File: src/rtl/flag_unit.sv
// Flag register with forwarding condition evaluator and a 4-deep LIFO
// that saves/restores the flags across interrupt entry and return.
package flag_unit_pkg;
   typedef struct packed {
      logic s;
      logic z;
      logic c;
      logic o;
   } csr_t;
endpackage

module flag_unit
   import flag_unit_pkg::*;
(
   input  logic       clk,
   input  logic       rst_n,
   input  logic       flags_we,
   input  csr_t       flags_in,
   input  logic       cond_valid,
   input  logic [2:0] cond_sel,
   input  logic       push,
   input  logic       pop,
   output csr_t       flags_q,
   output logic       cond_ready,
   output logic       cond_taken,
   output logic [2:0] depth,
   output logic       ovf_err,
   output logic       unf_err,
   output logic       proto_err
);

   localparam logic [2:0] DEPTH_MAX = 3'd4;

   csr_t       flags_q_r;
   csr_t       flags_nxt_s;
   csr_t       src_s;
   csr_t       top_s;
   csr_t       stack_r [4];
   logic [2:0] depth_r;
   logic [2:0] depth_nxt_s;
   logic [1:0] top_idx_s;
   logic       push_ok_s;
   logic       pop_ok_s;
   logic       cond_ready_r;
   logic       cond_taken_r;
   logic       ovf_err_r;
   logic       unf_err_r;
   logic       proto_err_r;

   function automatic logic cond_eval(input csr_t f, input logic [2:0] sel);
      logic r;
      case (sel)
         3'b000:  r = 1'b1;
         3'b001:  r = f.z;
         3'b010:  r = ~f.z;
         3'b011:  r = f.c;
         3'b100:  r = ~f.c;
         3'b101:  r = f.s;
         3'b110:  r = f.s ^ f.o;
         3'b111:  r = ~f.z & ~(f.s ^ f.o);
         default: r = 1'b0;
      endcase
      return r;
   endfunction

   // Accept/reject push and pop; pick next flags, depth and evaluation source
   always_comb begin
      push_ok_s   = push & ~pop & (depth_r != DEPTH_MAX);
      pop_ok_s    = pop & ~push & (depth_r != 3'd0);
      // depth=4 wraps to index 3 here, which is the top of a full stack
      top_idx_s   = depth_r[1:0] - 2'd1;
      top_s       = stack_r[top_idx_s];
      flags_nxt_s = flags_q_r;
      src_s       = flags_q_r;
      depth_nxt_s = depth_r;
      if (pop_ok_s) begin
         flags_nxt_s = top_s;
         src_s       = top_s;
         depth_nxt_s = depth_r - 3'd1;
      end else begin
         if (flags_we) begin
            flags_nxt_s = flags_in;
            src_s       = flags_in;
         end else begin
            flags_nxt_s = flags_q_r;
            src_s       = flags_q_r;
         end
         if (push_ok_s) begin
            depth_nxt_s = depth_r + 3'd1;
         end else begin
            depth_nxt_s = depth_r;
         end
      end
   end

   // Architectural state, sticky errors and registered evaluation result
   always_ff @(posedge clk) begin
      if (!rst_n) begin
         flags_q_r    <= '0;
         depth_r      <= 3'd0;
         cond_ready_r <= 1'b0;
         cond_taken_r <= 1'b0;
         ovf_err_r    <= 1'b0;
         unf_err_r    <= 1'b0;
         proto_err_r  <= 1'b0;
      end else begin
         flags_q_r    <= flags_nxt_s;
         depth_r      <= depth_nxt_s;
         cond_ready_r <= cond_valid;
         if (cond_valid) begin
            cond_taken_r <= cond_eval(src_s, cond_sel);
         end else begin
            cond_taken_r <= cond_taken_r;
         end
         ovf_err_r   <= ovf_err_r | (push & ~pop & (depth_r == DEPTH_MAX));
         unf_err_r   <= unf_err_r | (pop & ~push & (depth_r == 3'd0));
         proto_err_r <= proto_err_r | (push & pop);
      end
   end

   // Stack storage; contents survive reset but depth=0 hides them
   always_ff @(posedge clk) begin
      if (rst_n && push_ok_s) begin
         stack_r[depth_r[1:0]] <= flags_q_r;
      end
   end

   assign flags_q    = flags_q_r;
   assign cond_ready = cond_ready_r;
   assign cond_taken = cond_taken_r;
   assign depth      = depth_r;
   assign ovf_err    = ovf_err_r;
   assign unf_err    = unf_err_r;
   assign proto_err  = proto_err_r;

endmodule

File: config.mk
export PLATFORM = sky130hd
export DESIGN_NAME = flag_unit
export DESIGN_NICKNAME = d
export VERILOG_FILES = /design/src/rtl/flag_unit.sv
export SDC_FILE = /design/constraint.sdc
export NUM_CORES = 1
export LEC_CHECK = 0
export ABC_AREA = 0
export BUFFER_PORTS_ARGS = -buffer_cell sky130_fd_sc_hd__buf_2
export CAP_MARGIN = 20
export CORE_ASPECT_RATIO = 2
export CORE_MARGIN = 4
export CORE_UTILIZATION = 35
export CTS_CLUSTER_DIAMETER = 80
export DETAILED_ROUTE_END_ITERATION = 7
export PLACE_DENSITY_LB_ADDON = 0.3
export SLEW_MARGIN = 40
export SYNTH_ARGS = -nofsm -noshare
export SYNTH_HDL_FRONTEND = slang
export SYNTH_SLANG_ARGS = --single-unit
File: constraint.sdc
create_clock -name clk -period 2.4 [get_ports clk]
set_input_delay 0.48 -clock clk [delete_from_list [all_inputs] [get_ports clk]]
set_output_delay 0.48 -clock clk [all_outputs]
set_load 0.005 [all_outputs]
==> results of run 1 <==
-- final cells by class --
cell class / count / area (um2) / area share
clock buffer: 3 / 41.29 / 0.02437
clock inverter: 1 / 30.03 / 0.01773
inverter: 4 / 15.01 / 0.008863
multi-input combinational: 75 / 650.6 / 0.3840
sequential: 28 / 720.7 / 0.4254
tap: 51 / 63.81 / 0.03767
timing repair buffer: 31 / 172.7 / 0.1019
-- layer usage --
layer / up-vias / wire [um] / share of wire / track usage
li1: 481 / - / - / -
met1: 478 / 1125 / 0.38 / 0.1499
met2: 18 / 1691 / 0.57 / 0.2395
met3: 2 / 107 / 0.036 / 0.01536
met4: 0 / 31 / 0.010 / 0.05315
met5: - / 0 / 0 / 0
-- cell usage in the layout, fill, tap and decap left out, drive strengths merged, types with 3 or more instances in the layout --
| cell type | n |
|---|---|
| or3 | 3 |
| clkbuf | 3 |
| and2 | 7 |
| ha | 5 |
| inv | 4 |
| nor3 | 3 |
| mux2i | 4 |
| nand2b | 3 |
| and3 | 3 |
| nor2b | 7 |
| buf | 31 |
| dfxtp | 12 |
| mux4 | 4 |
| o21ai | 5 |
| a21oi | 4 |
| edfxtp | 16 |
-- flip-flops by register name, indices dropped and copies added, names as in the netlist --
name        count
proto_err       1
cond_ready      1
flags_q         4
unf_err         1
ovf_err         1
stack_r        16
cond_taken      1
depth           3
-- kinds of logic after synthesis --
family                   share of synthesized area
AO/OA/AOI/OAI                               0.1369
XOR/XNOR                                   0.01245
adder cells (fa/ha/maj)                    0.04444
buffers and inverters                      0.02755
flip-flops                                  0.5120
multiplexers                                0.1004
AND/OR/NAND/NOR                             0.1662
-- per-stage QoR --
stage,instance area [um2],worst slack [ps],cells
6_report,1694,155.9,193
3_5_place_dp,1620,125.4,189
5_1_grt,1694,15.16,193
3_3_place_gp,1620,185.1,189
2_1_floorplan,1408,74.14,111
4_1_cts,1692,110.0,193
-- power by group through the flow --
stage | Sequential [mW] | Clock (mW) | Combinational (mW)
floorplan | 0.570 | 0 | 0.176
global placement | 0.565 | 0 | 0.274
detailed placement | 0.567 | 0 | 0.279
CTS | 0.556 | 0.374 | 0.281
global route | 0.560 | 0.393 | 0.314
finish | 0.556 | 0.364 | 0.278
-- worst min-delay path by stage --
stage | start | to | slack (ps) | depth (start not counted)
global placement | ovf_err | ovf_err | 470 | 2
global route | cond_valid | cond_ready | 450 | 2
CTS | cond_valid | cond_ready | 440 | 2
detailed placement | unf_err | unf_err | 480 | 2
finish | cond_valid | cond_ready | 440 | 2
floorplan | proto_err | proto_err | 480 | 2
-- worst max-delay path, cell delays in order, from the launching register on --
cell and delay, ps:
dfxtp_1 340, inv_1 80, ha_2 390, mux4_2 320, or3_1 350, and4_1 240, a2111oi_4 330, a311oi_2 70
-- timing repair --
item                                    4_1_cts  5_1_grt
gates resized for setup                       0        1
hold endpoints to repair                      0        0
hold buffers                                  0        0
endpoints found under the setup margin        0        1
==> flow_summary.toml, run 1 <==
[timing]
tns_ps = 0
finalClockSkew_ps = 5.371
setup_viol = 0
hold_slack_ps = 441.7
fmax_mhz = 445.6
fin_crit_sh = 0.9350
slew_viol_final = 0
min_period_ps = 2244
worst-slew-pin-transition_ps = 372.2
slew_headroom = 0.7518
rsz0062_at_grt = "no"
hold_violations = 0

[synth]
synthTopCellsByCount = "edfxtp_1 (16), dfxtp_1 (12), and2_1 (7), nor2b_1 (7)"
yosysTopAreaCell = "edfxtp_1"
yosysTopAreaCellShare = 0.3413
synth_fp_nets = 129
syn_area_um2 = 1408
postSynthCellCount = 111
synth.most_common_cell = "edfxtp_1"
synth_cell_types = 41
synth_seq_cells = 28
seq_area_frac_synth = 0.5120
synth_edf_count = 16
synth-async-reset-ratio = 0
ys_warn_count = 0
syn-mean-instance-area_um2 = 12.68
synth_flop_cell = "edfxtp_1"
synth_area_leaders = "edfxtp_1 (34%), dfxtp_1 (17%), mux4_2 (6.4%)"

[route]
vias = 979
drcViolationCount = 0
drtPass1Iterations = 4
drt_iter0_drc = 16
drtAntennaViolNets = 0
via_per_inst = 5.073
totalWireLength_um = 2955
wl_per_cell_um = 15.31

[worst_setup_path]
cp.required_ps = 2560
cp-startpoint = "depth[1]"
critPathCaptureType = "flip-flop"
path_max_fanout = 4
arrival_ps = 2400
ff2ff_path_depth = 7
r2r_slack_ps = 160
crit_path_start_kind = "flip-flop"
critPathKind = "flip-flop to flip-flop"
r2r-end = "cond_taken"
timing.critical_path.to = "cond_taken"
crit-reg2reg-launch = "depth[1]"

[clocking]
post-cts-setup-buffer-count = 0
cts_sinks = 28
cts_buffer_depth = 2
cts_tree = "yes"
htree_levels = 1
insertion_delay_ps = 270
clock-root-buffer = "clkbuf_8"
clk_pin_slew_ps = 100
cts_buffers = 3

[power]
worst_ir_drop_vdd_mv = 0.4042
p_sw_mw = 0.3036
pwr-share-clk = 0.304
p_total_mw = 1.199
swShare = 0.2532
leakage_nw = 0.6667
power.internal_mw = 0.8955
power_frac_comb = 0.232
p_per_area_nw_per_um2 = 707.8
power_frac_seq = 0.464

[global_routing]
antenna_found_initial = 0
grt_max_degree = 17
grt_usage = 0.1330
grt_pass1_wl_um = 5168
grt_pass1_vias = 1067
grt_overflow = 0

[die]
io_pins = 25
fp.dieArea_um2 = 5162
core_um2 = 3884
dieWidth_um = 52.84
rows = 32
die_y_um = 97.69
start_util = 0.3624

[worst_hold_path]
hold_class = "input pin to flip-flop"

[finish]
drive_gt1_frac = 0.3310
diodes = 0
final_core_util = 0.4362
fill_cells = 398
finalNetCount = 161
area_delta_synth_final_pct = 20.36

[placement]
io_buffers = 24
place_congestion = 0.8926
hpwl_um = 2398

[flow_run]
max_cap_viol_count = 0

[run_status]
outcome = "finished, final reports clean"
Note: power is estimated with default switching activity, not from simulation.
==> run 2, diff against run 1 <==
--- a/config.mk
+++ b/config.mk
@@ -14,6 +14,7 @@
 export CTS_CLUSTER_DIAMETER = 80
 export DETAILED_ROUTE_END_ITERATION = 7
 export PLACE_DENSITY_LB_ADDON = 0.3
+export REMOVE_ABC_BUFFERS = 1
 export SLEW_MARGIN = 40
 export SYNTH_ARGS = -nofsm -noshare
 export SYNTH_HDL_FRONTEND = slang
==> flow_summary.toml, run 2 (synthesis gave the netlist of run 1 again) <==
[global_routing]
grt_overflow = 0
grt_pass1_wl_um = 4747
grt_usage = 0.1214
grt_max_degree = 17
antenna_found_initial = 0
grt_pass1_vias = 992

[clocking]
htree_levels = 1
clk_pin_slew_ps = 100
insertion_delay_ps = 270
cts_buffer_depth = 2
cts.repair.resized = 0
post-cts-setup-buffer-count = 0
cts_tree = "yes"
clock-root-buffer = "clkbuf_8"
cts_buffers = 3
cts_sinks = 28
cts-hold-fix-buffers = 0

[route]
drt_iter0_drc = 18
vias = 960
via_per_inst = 4.974
wl_per_cell_um = 14.96
drtAntennaViolNets = 0
drtPass1Iterations = 4
totalWireLength_um = 2888
drcViolationCount = 0

[worst_setup_path]
cp_top_family = "simple AND/OR/NAND/NOR gates"
path_max_fanout = 4
critPathCaptureType = "flip-flop"
cp_cell_sequence = "inv_1 > ha_1 > mux4_2 > or3_1 > and4_1 > a2111oi_4 > a311oi_2"
arrival_ps = 2420
cp.required_ps = 2560
worst-path-buf-inv = 1
cp_slowest_cell = "ha_1"
slowest_delay_ps = 390
crit_path_start_kind = "flip-flop"
critPathKind = "flip-flop to flip-flop"

[finish]
finalNetCount = 161
fill_cells = 372
layout_common_cells = "buf_2 (24), edfxtp_1 (16), dfxtp_1 (12)"
diodes = 0
final-instance-count-excl-fill = 193
design_area_um2 = 1692
largest_reg_flops = 16
area_delta_synth_final_pct = 20.18
drive_gt1_frac = 0.3239
layout_commonest_cell = "buf_2"
final_core_util = 0.4356

[placement]
hpwl_um = 2321
place_inst = 189
post-place-ws_ps = 152.1
placed_area_um2 = 1620
io_buffers = 24
place_congestion = 0.8530

[worst_hold_path]
hold_class = "input pin to flip-flop"

[timing]
fmax_mhz = 441.7
worst-slew-pin-transition_ps = 384.2
rsz0062_at_grt = "no"
finalClockSkew_ps = 2.398
slew_viol_final = 0
fin_crit_sh = 0.9432
hold_violations = 0
tns_ps = 0
slew_headroom = 0.7439
setup_viol = 0
fin_ws_ps = 136.2
min_period_ps = 2264

[power]
power_frac_seq = 0.461
p_sw_mw = 0.3099
leakage_nw = 0.6677
power_frac_comb = 0.229
p_per_area_nw_per_um2 = 711.6
worst_ir_drop_vdd_mv = 0.3767
pwr-share-clk = 0.310
swShare = 0.2574
power.internal_mw = 0.8939

[die]
fp.dieArea_um2 = 5162
core_um2 = 3884
dieWidth_um = 52.84
rows = 32
io_pins = 25
die_y_um = 97.69
start_util = 0.3624

[run_status]
outcome = "finished, final reports clean"

[flow_run]
max_cap_viol_count = 0
==> run 2: cell type report <==
class / count / area (um2) / area share
Sequential cell: 28 / 720.7 / 0.4260
Multi-Input combinational cell: 75 / 648.1 / 0.3831
Timing Repair Buffer: 31 / 172.7 / 0.1021
Tap cell: 51 / 63.81 / 0.03772
Clock buffer: 3 / 41.29 / 0.02441
Clock inverter: 1 / 30.03 / 0.01775
Inverter: 4 / 15.01 / 0.008876
==> run 2: path summary, 6_finish.rpt <==
kind | from | end | slack, ps | cells past startpoint
worst max-delay path | depth[0] | cond_taken | 140 | 7
worst min-delay path | cond_valid | cond_ready | 430 | 2
worst max register to register | depth[0] | cond_taken | 140 | 7
worst min register to register | ovf_err | ovf_err | 500 | 2
==> run 2: per-layer routing <==
metal	up-vias	track usage	routed length, um
met5	-	0	0
met4	0	0.04921	31
met3	2	0.02151	93
met2	16	0.2079	1615
met1	461	0.1424	1147
li1	481	-	-
==> run 2: through the flow <==
stage	hold slack (ps)	power [mW]
after CTS	432.5	1.212
after floorplan	482.3	0.7333
after detailed placement	475.6	0.8422
final	430.4	1.204
after global routing	429.1	1.263
after global placement	470.0	0.8387
==> run 2: power groups by stage <==
stage | Sequential [mW] | Combinational, mW | Clock [mW]
after global routing | 0.559 | 0.306 | 0.398
after detailed placement | 0.567 | 0.275 | 0
final | 0.555 | 0.276 | 0.373
after CTS | 0.556 | 0.277 | 0.378
after floorplan | 0.574 | 0.159 | 0
after global placement | 0.565 | 0.273 | 0
